### config.mk
export PLATFORM = sky130hd
export DESIGN_NAME = xup_xnor_share_ctrl
export DESIGN_NICKNAME = d
export VERILOG_FILES = /design/src/rtl/xup_xnor_share_ctrl_pkg.sv /design/src/rtl/xup_xnor_vector.sv /design/src/rtl/xup_xnor_share_ctrl.sv
export SDC_FILE = /design/constraint.sdc
export NUM_CORES = 1
export LEC_CHECK = 0
export BUFFER_PORTS_ARGS = -buffer_cell sky130_fd_sc_hd__buf_2
export CORE_ASPECT_RATIO = 0.7
export CORE_MARGIN = 2
export CORE_UTILIZATION = 50
export CTS_BUF_LIST = sky130_fd_sc_hd__clkbuf_8
export CTS_CLUSTER_DIAMETER = 200
export DETAILED_ROUTE_END_ITERATION = 7
export PLACE_DENSITY_LB_ADDON = 0.05
export RECOVER_POWER = 100
export SLEW_MARGIN = 5
export SYNTH_ARGS = -nofsm -noshare
export SYNTH_HDL_FRONTEND = slang
export SYNTH_SLANG_ARGS = --single-unit
### constraint.sdc
create_clock -name clk -period 7.3 [get_ports clk]
set_input_delay 0.365 -clock clk [delete_from_list [all_inputs] [get_ports clk]]
set_output_delay 0.365 -clock clk [all_outputs]
set_load 0.03 [all_outputs]
### src/rtl/xup_xnor_share_ctrl_pkg.sv
// xup_xnor_share_ctrl_pkg: shared state encoding and counter width for the xnor share controller.
package xup_xnor_share_ctrl_pkg;
    typedef enum logic {ST_IDLE = 1'b0, ST_RUN = 1'b1} state_t;
    localparam int CNT_W = 4;
endpackage

### src/rtl/xup_xnor_vector.sv
// xup_xnor_vector: bitwise xnor of two vectors; DELAY is the nominal gate delay the controller settles for.
module xup_xnor_vector #(
    parameter int SIZE  = 8,
    parameter int DELAY = 3
) (
    input  logic [SIZE-1:0] a,
    input  logic [SIZE-1:0] b,
    output logic [SIZE-1:0] y
);
    if (DELAY < 0) begin : g_bad_delay
        $error("xup_xnor_vector: DELAY must be non-negative");
    end
    assign y = a ~^ b;
endmodule

### src/rtl/xup_xnor_share_ctrl.sv
// xup_xnor_share_ctrl: round-robin time-sharing of one xnor vector among NREQ requesters,
// with programmable settle time, per-requester done pulse and all-ones match flag.
module xup_xnor_share_ctrl
    import xup_xnor_share_ctrl_pkg::*;
#(
    parameter int SIZE   = 8,
    parameter int NREQ   = 4,
    parameter int SETTLE = 2,
    parameter int DELAY  = 3
) (
    input  logic                 clk,
    input  logic                 reset_n,
    input  logic [NREQ-1:0]      req,
    input  logic [NREQ*SIZE-1:0] a_in,
    input  logic [NREQ*SIZE-1:0] b_in,
    output logic [NREQ-1:0]      gnt,
    output logic [NREQ-1:0]      done,
    output logic [SIZE-1:0]      result,
    output logic                 match,
    output logic                 busy
);
    localparam int IW = $clog2(NREQ);

    if (NREQ < 2 || NREQ > 8) begin : g_bad_nreq
        $error("xup_xnor_share_ctrl: NREQ must be 2..8");
    end
    if (SETTLE < 0 || SETTLE > 15) begin : g_bad_settle
        $error("xup_xnor_share_ctrl: SETTLE must be 0..15");
    end

    state_t          state;
    logic [SIZE-1:0] a_reg;
    logic [SIZE-1:0] b_reg;
    logic [SIZE-1:0] y;
    logic [CNT_W-1:0] cnt;
    logic [IW-1:0]   owner;
    logic [IW-1:0]   last;
    logic [IW-1:0]   win;

    // Rotate so last+1 sits at bit 0, take the lowest set bit, then rotate the index back.
    function automatic logic [IW-1:0] rr_pick(input logic [NREQ-1:0] r, input logic [IW-1:0] l);
        logic [2*NREQ-1:0] dbl;
        logic [NREQ-1:0]   rot;
        int s;
        int p;
        s   = (int'(l) + 1) % NREQ;
        dbl = {r, r} >> s;
        rot = dbl[NREQ-1:0];
        p   = 0;
        for (int i = NREQ - 1; i >= 0; i--)
            if (rot[i]) p = i;
        return IW'((s + p) % NREQ);
    endfunction

    assign win  = rr_pick(req, last);
    assign busy = state == ST_RUN;

    xup_xnor_vector #(.SIZE(SIZE), .DELAY(DELAY)) u_xnor (
        .a(a_reg),
        .b(b_reg),
        .y(y)
    );

    always_ff @(posedge clk or negedge reset_n) begin
        if (!reset_n) begin
            state  <= ST_IDLE;
            a_reg  <= '0;
            b_reg  <= '0;
            cnt    <= '0;
            owner  <= '0;
            last   <= IW'(NREQ - 1);
            gnt    <= '0;
            done   <= '0;
            result <= '0;
            match  <= 1'b0;
        end else begin
            gnt  <= '0;
            done <= '0;
            if (state == ST_IDLE) begin
                if (|req) begin
                    a_reg <= a_in[win*SIZE +: SIZE];
                    b_reg <= b_in[win*SIZE +: SIZE];
                    gnt   <= NREQ'(1) << win;
                    owner <= win;
                    last  <= win;
                    cnt   <= CNT_W'(SETTLE);
                    state <= ST_RUN;
                end
            end else if (cnt != '0) begin
                cnt <= cnt - 1'b1;
            end else begin
                result <= y;
                match  <= &y;
                done   <= NREQ'(1) << owner;
                state  <= ST_IDLE;
            end
        end
    end
endmodule

==> results.yml, run 1 <==
timing:
  slew_headroom: -0.4220
  final_hold_viol_count: 0
  timing.final.max_slew_violations: 191
  finalClockSkew_ns: 0.005740
  final.min_clock_period_ns: 3.854
  worst_pin_slew_ns: 2.133
  finalSetupViolations: 0
  fin_tns_setup_ns: 0
  fmaxAchievable_mhz: 259.5
  final_min_period_over_clock_period: 0.5279
  rsz0062_at_grt: "no"
critical_path:
  timing.critical_path.mode_cell: "sky130_fd_sc_hd__nand2_1"
  crit_path_end_kind: "flip-flop"
  path_buf_inv: 0
  start_kind: "flip-flop"
  r2r_setup_slack_ns: 3.45
  worst-setup-path-type: "flip-flop to flip-flop"
  timing.rr.start: "last[0]"
  cp_data_arrival_time_ns: 3.95
  cp_slowest_cell: "sky130_fd_sc_hd__ha_1"
  reg2reg_depth: 9
  crit_path_max_incr_delay_ns: 1.68
  crit_path_cell_trace: "nor2_1 -> nand2_1 -> o21ai_0 -> nand2_1 -> o211ai_1 -> ha_1 -> nor2b_1 -> a2111oi_0 -> o31ai_1"
  reg2reg_to: "a_reg[7]"
  critPathRequiredTime_ns: 7.40
  critical-path-top-delay-family: "adder cells"
  critical_path_peak_fanout: 67
routing:
  drtAntennaViolNets: 0
  route.detailed.drc: 0
  routed_wirelength_normalized_by_instance_count_um: 14.41
  drtIter0Drc: 113
  via_per_inst: 5.372
  firstDrtPassIters: 4
  vias: 2154
  detail_route.wirelength_mm: 5.778
global_routing:
  grt_start_max_net_pins: 68
  antenna_found_initial: 0
  grt_pass1_vias: 1940
  globalRoute.totalOverflow: 0
  wire_length_of_the_first_global_routing_pass_mm: 9.425
  track_usage: 0.2047
synth:
  syn_nets: 326
  syn_area_per_cell_um2: 10.17
  synth_seq_cells: 42
  synth_sequential_area_ratio: 0.4077
  yosys_warning_count: 0
  synth-edff-count: 0
  post_synth_num_cell_types: 48
  synthCells: 254
  synth-async-reset-ratio: 1.000
  syn-cell-area_mm2: 0.002584
  synth_top_flop_cell: "sky130_fd_sc_hd__dfrtp_1"
layout:
  finalInstanceArea_mm2: 0.003065
  drive_gt1_frac: 0.3283
  finalNetCount: 403
  final.fill_count: 446
  area_growth_syn_to_layout_pct: 18.64
  mostFrequentLayoutCells: "sky130_fd_sc_hd__buf_2, sky130_fd_sc_hd__dfrtp_1, sky130_fd_sc_hd__nand2_1, sky130_fd_sc_hd__nor2b_1, sky130_fd_sc_hd__clkbuf_1"
  final_common_cell: "sky130_fd_sc_hd__buf_2"
  postLayoutCoreUtil: 0.6272
  insertedDiodeCount: 0
cts:
  cts_tree: "done"
  post_cts_resized: 0
  clkSlewWorstSetupHoldPaths_ns: 0.08
  ctsRootBufferMaster: "sky130_fd_sc_hd__clkbuf_8"
  buffer_count_from_post_cts_setup_fixing: 0
  cts_inserted_buffers: 5
  hold_bufs_inserted_after_cts: 0
  cts.sinks: 42
  worstSkewPairLatency_ns: 0.29
  cts_max_path_buffers: 2
  cts_max_level: 2
floorplanning:
  dieArea_mm2: 0.005768
  start_util: 0.5287
  die_width_um: 89.92
  floorplan.io_pins: 88
  total_number_of_placement_rows: 21
  die_height_um: 64.15
  core-area_mm2: 0.004887
flow_run:
  cap_viol_max_count: 5
placement:
  placement.io_buffers: 87
  globalplace.congestion: 0.7925
  detailed_place.area_mm2: 0.003002
  dp.final_hpwl_mm: 4.147
pwr:
  power_per_cell_area_mw_per_mm2: 552.4
  leakage_nw: 1.337
  peakVddDrop_mv: 0.1986
outcome:
  failed_checks: "max-capacitance violations, max-slew violations"
  outcome: "finished with violations"
worst_hold_path:
  holdCritStartpoint: "a_in[27]"
  worstHoldPathCells: 3
  worst_hold_path_type: "primary input to flip-flop"
  worst_hold_endpoint: "a_reg[3]"
==> logic make-up (layout without fill, tap and decap cells) <==
logic type               Yosys count  in the layout  synth area share
AND/OR/NAND/NOR                   95             95            0.1947
AO/OA/AOI/OAI                     71             71            0.2576
flip-flops                        42             42            0.4077
buffers and inverters             25            103           0.05569
XOR/XNOR                          11             11           0.04020
multiplexers                       8              8           0.03438
adder cells (fa/ha/maj)            2              2          0.009684
==> where the power goes <==
part	internal [mW]	total [mW]	switching, mW
clock network	0.101	0.178	0.0773
logic	0.408	1.08	0.676
registers	0.349	0.431	0.0826
total	0.857	1.69	0.836
==> metrics by stage <==
| step | power [mW] | hold slack, ns | std cells | setup slack, ns |
|---|---|---|---|---|
| floorplan | 1.358 | 0.06941 | 254 | 4.821 |
| global placement | 1.528 | 0.4589 | 393 | 4.221 |
| detailed placement | 1.545 | 0.4651 | 393 | 4.219 |
| CTS | 1.724 | 0.2308 | 401 | 4.202 |
| global route | 1.842 | 0.4125 | 401 | 3.059 |
| finish | 1.693 | 0.4124 | 401 | 3.446 |
==> tightest hold or removal path: cells and delay by family <==
| kind | cells | cell delay, ns |
|---|---|---|
| compound gates | 2 | 0.22 |
| buf+inv | 1 | 0.08 |
==> Yosys cell counts (5+ instances only) <==
cell type / instances / area, um2
sky130_fd_sc_hd__a221oi_1: 16 / 140.1
sky130_fd_sc_hd__xnor2_1: 9 / 78.83
sky130_fd_sc_hd__a2111oi_2: 9 / 135.1
sky130_fd_sc_hd__nor2b_1: 32 / 200.2
sky130_fd_sc_hd__nor2_1: 9 / 33.78
sky130_fd_sc_hd__o31ai_1: 8 / 60.06
sky130_fd_sc_hd__nand2_1: 32 / 120.1
sky130_fd_sc_hd__mux2_2: 7 / 78.83
sky130_fd_sc_hd__clkbuf_1: 11 / 41.29
sky130_fd_sc_hd__nor3_1: 7 / 35.03
sky130_fd_sc_hd__inv_1: 5 / 18.77
sky130_fd_sc_hd__a2111oi_0: 7 / 61.31
sky130_fd_sc_hd__dfrtp_1: 40 / 1001
sky130_fd_sc_hd__o21ai_0: 8 / 40.04
sky130_fd_sc_hd__o31ai_2: 9 / 112.6
==> cell type report <==
type | instances | area [um2] | area share
Multi-Input combinational cell | 187 | 1371 | 0.4473
Sequential cell | 42 | 1054 | 0.3437
Timing Repair Buffer | 89 | 422.9 | 0.1380
Tap cell | 69 | 86.33 | 0.02816
Clock buffer | 5 | 68.82 | 0.02245
Clock inverter | 3 | 40.04 | 0.01306
Inverter | 6 | 22.52 | 0.007347
==> per-layer routing <==
metal	part of all wire	vias up	wire length (um)	track usage
met5	0	-	0	0
met4	0.0048	0	28	0.04615
met3	0.074	4	429	0.04599
met2	0.41	87	2379	0.2869
met1	0.51	971	2941	0.3200
li1	-	1092	-	-
==> how the worst max path moves through the flow <==
stage | to | depth (start not counted) | start | slack [ns]
6_report | a_reg[7] | 9 | last[0] | 3.45
4_1_cts | a_reg[7] | 9 | last[0] | 4.20
2_1_floorplan | a_reg[0] | 13 | last[0] | 4.82
3_3_place_gp | a_reg[7] | 9 | last[0] | 4.22
3_5_place_dp | a_reg[7] | 9 | req[3] | 4.22
5_1_grt | a_reg[7] | 9 | last[0] | 3.06
No activity file was read; power rests on OpenSTA's default activity.
==> inputs of run 2 (changes only) <==
--- a/config.mk
+++ b/config.mk
@@ -8,7 +8,7 @@
 export BUFFER_PORTS_ARGS = -buffer_cell sky130_fd_sc_hd__buf_2
 export CORE_ASPECT_RATIO = 0.7
 export CORE_MARGIN = 2
-export CORE_UTILIZATION = 50
+export CORE_UTILIZATION = 47
 export CTS_BUF_LIST = sky130_fd_sc_hd__clkbuf_8
 export CTS_CLUSTER_DIAMETER = 200
 export DETAILED_ROUTE_END_ITERATION = 7
==> constraint.sdc (replaced) <==
create_clock -name clk -period 3.5 [get_ports clk]
set_input_delay 0.175 -clock clk [delete_from_list [all_inputs] [get_ports clk]]
set_output_delay 0.175 -clock clk [all_outputs]
set_load 0.03 [all_outputs]
==> run 2 against run 1 <==
Against the previous run:
- the flow still finishes with violations (max-capacitance violations, max-slew violations)
- final cell count rose by 1.0%
- routed wire length down 2.0%
- clock power grew 76%
- sequential share of layout area down 0.20 points
- critical endpoint is now a_reg[6]
- largest cell class unchanged
- largest power group unchanged
==> results.yml, run 2 (synthesized netlist as in run 1, its figures left out) <==
placement:
  globalplace.congestion: 0.7639
  dp.final_hpwl_mm: 4.232
  post-place-cells: 397
  detailed_place.area_mm2: 0.003025
  placement.io_buffers: 87
cts:
  ctsRootBufferMaster: "sky130_fd_sc_hd__clkbuf_8"
  cts_inserted_buffers: 5
  cts_tree: "done"
  clkSlewWorstSetupHoldPaths_ns: 0.08
  worstSkewPairLatency_ns: 0.29
  cts_max_path_buffers: 2
  cts.sinks: 42
  hold_bufs_inserted_after_cts: 0
  buffer_count_from_post_cts_setup_fixing: 0
  post_cts_resized: 0
  cts_max_level: 2
timing:
  fin_tns_setup_ns: 0
  final.min_clock_period_ns: 2.901
  worst_pin_slew_ns: 2.135
  slew_headroom: -0.4236
  whs_ns: 0.2273
  finalSetupViolations: 0
  timing.final.max_slew_violations: 43
  fmaxAchievable_mhz: 344.7
  final_hold_viol_count: 0
  finalClockSkew_ns: 0.003495
  final_min_period_over_clock_period: 0.8289
  rsz0062_at_grt: "no"
global_routing:
  globalRoute.totalOverflow: 0
  antenna_found_initial: 0
  track_usage: 0.1949
  grt_pass1_vias: 1885
  grt_start_max_net_pins: 68
  wire_length_of_the_first_global_routing_pass_mm: 9.280
layout:
  area_growth_syn_to_layout_pct: 19.32
  finalInstanceArea_mm2: 0.003083
  mostFrequentLayoutCells: "sky130_fd_sc_hd__buf_2, sky130_fd_sc_hd__dfrtp_1, sky130_fd_sc_hd__nand2_1, sky130_fd_sc_hd__nor2b_1, sky130_fd_sc_hd__clkbuf_1"
  final.fill_count: 513
  finalNetCount: 404
  drive_gt1_frac: 0.3363
  insertedDiodeCount: 0
  final_common_cell: "sky130_fd_sc_hd__buf_2"
  fin_cells: 405
routing:
  detail_route.wirelength_mm: 5.665
  drtIter0Drc: 68
  vias: 2136
  drtAntennaViolNets: 0
  route.detailed.drc: 0
  routed_wirelength_normalized_by_instance_count_um: 13.99
  via_per_inst: 5.274
  firstDrtPassIters: 4
floorplanning:
  floorplan.io_pins: 88
  die_width_um: 92.62
  die_height_um: 66.04
  start_util: 0.4889
  total_number_of_placement_rows: 22
  core-area_mm2: 0.005285
  dieArea_mm2: 0.006116
pwr:
  design_power_total_mw: 3.501
  power_per_cell_area_mw_per_mm2: 1136
  leakage_nw: 1.339
  peakVddDrop_mv: 0.4157
critical_path:
  crit_path_end_kind: "flip-flop"
  path_buf_inv: 0
  start_kind: "flip-flop"
  critical_path_peak_fanout: 17
  cp_slowest_cell: "sky130_fd_sc_hd__dfstp_1"
  cp_data_arrival_time_ns: 3.04
  critPathRequiredTime_ns: 3.64
  reg2reg_depth: 11
  reg2reg_to: "a_reg[6]"
  r2r_setup_slack_ns: 0.60
  crit_path_cell_trace: "nor2_1 -> nand2_1 -> o21ai_0 -> nand2_1 -> o211ai_1 -> ha_1 -> xnor2_1 -> xnor2_1 -> nand3_2 -> a221oi_1 -> o31ai_1"
  timing.rr.start: "last[0]"
  worst-setup-path-type: "flip-flop to flip-flop"
  critical-path-top-delay-family: "compound AO/OA/AOI/OAI gates"
  crit_path_max_incr_delay_ns: 0.71
flow_run:
  cap_viol_max_count: 1
outcome:
  failed_checks: "max-capacitance violations, max-slew violations"
  outcome: "finished with violations"
worst_hold_path:
  worst_hold_path_type: "primary input to flip-flop"
  worst_hold_endpoint: "a_reg[2]"
  worstHoldPathCells: 3
  holdCritStartpoint: "a_in[26]"
-- run 2: tightest hold or removal path, stage by stage --
cell                        delay (ns)
sky130_fd_sc_hd__buf_2            0.09
sky130_fd_sc_hd__a2111oi_2        0.06
sky130_fd_sc_hd__o31ai_2          0.16
-- run 2: how the worst max path moves through the flow --
stage,startpoint,slack [ns],cells past startpoint,endpoint
final,last[0],0.60,11,a_reg[6]
after global routing,last[0],0.31,11,b_reg[4]
after CTS,last[0],0.73,11,a_reg[6]
after detailed placement,last[0],0.74,11,a_reg[6]
after global placement,last[0],0.71,11,a_reg[6]
after floorplan,last[0],1.02,13,a_reg[0]
-- run 2: through the flow --
step	setup WS, ns	util
after floorplan	1.021	-
after global placement	0.7145	0.5724
after detailed placement	0.7419	0.5724
after CTS	0.7260	0.5897
after global routing	0.3115	0.5833
final	0.5990	0.5833
-- run 2: where the power goes --
group / switching, mW / total [mW] / internal (mW) / leakage [nW]
Clock: 0.157 / 0.313 / 0.156 / 0.0524
Sequential: 0.176 / 0.903 / 0.727 / 0.516
Combinational: 1.42 / 2.29 / 0.869 / 0.770
Total: 1.75 / 3.50 / 1.75 / 1.34
-- run 2: routing by layer --
| layer | vias up | share of wire | global-route usage |
|---|---|---|---|
| li1 | 1100 | - | - |
| met1 | 952 | 0.55 | 0.3095 |
| met2 | 78 | 0.38 | 0.2655 |
| met3 | 6 | 0.061 | 0.03307 |
| met4 | 0 | 0.012 | 0.06066 |
| met5 | - | 0 | 0 |
-- run 2: final cells by class --
class | count | area (um2) | share of cell area
Timing Repair Buffer | 90 | 446.7 | 0.1449
Clock inverter | 2 | 8.758 | 0.002841
Sequential cell | 42 | 1054 | 0.3417
Multi-Input combinational cell | 187 | 1379 | 0.4472
Clock buffer | 6 | 82.58 | 0.02679
Inverter | 6 | 22.52 | 0.007305
Tap cell | 72 | 90.09 | 0.02922
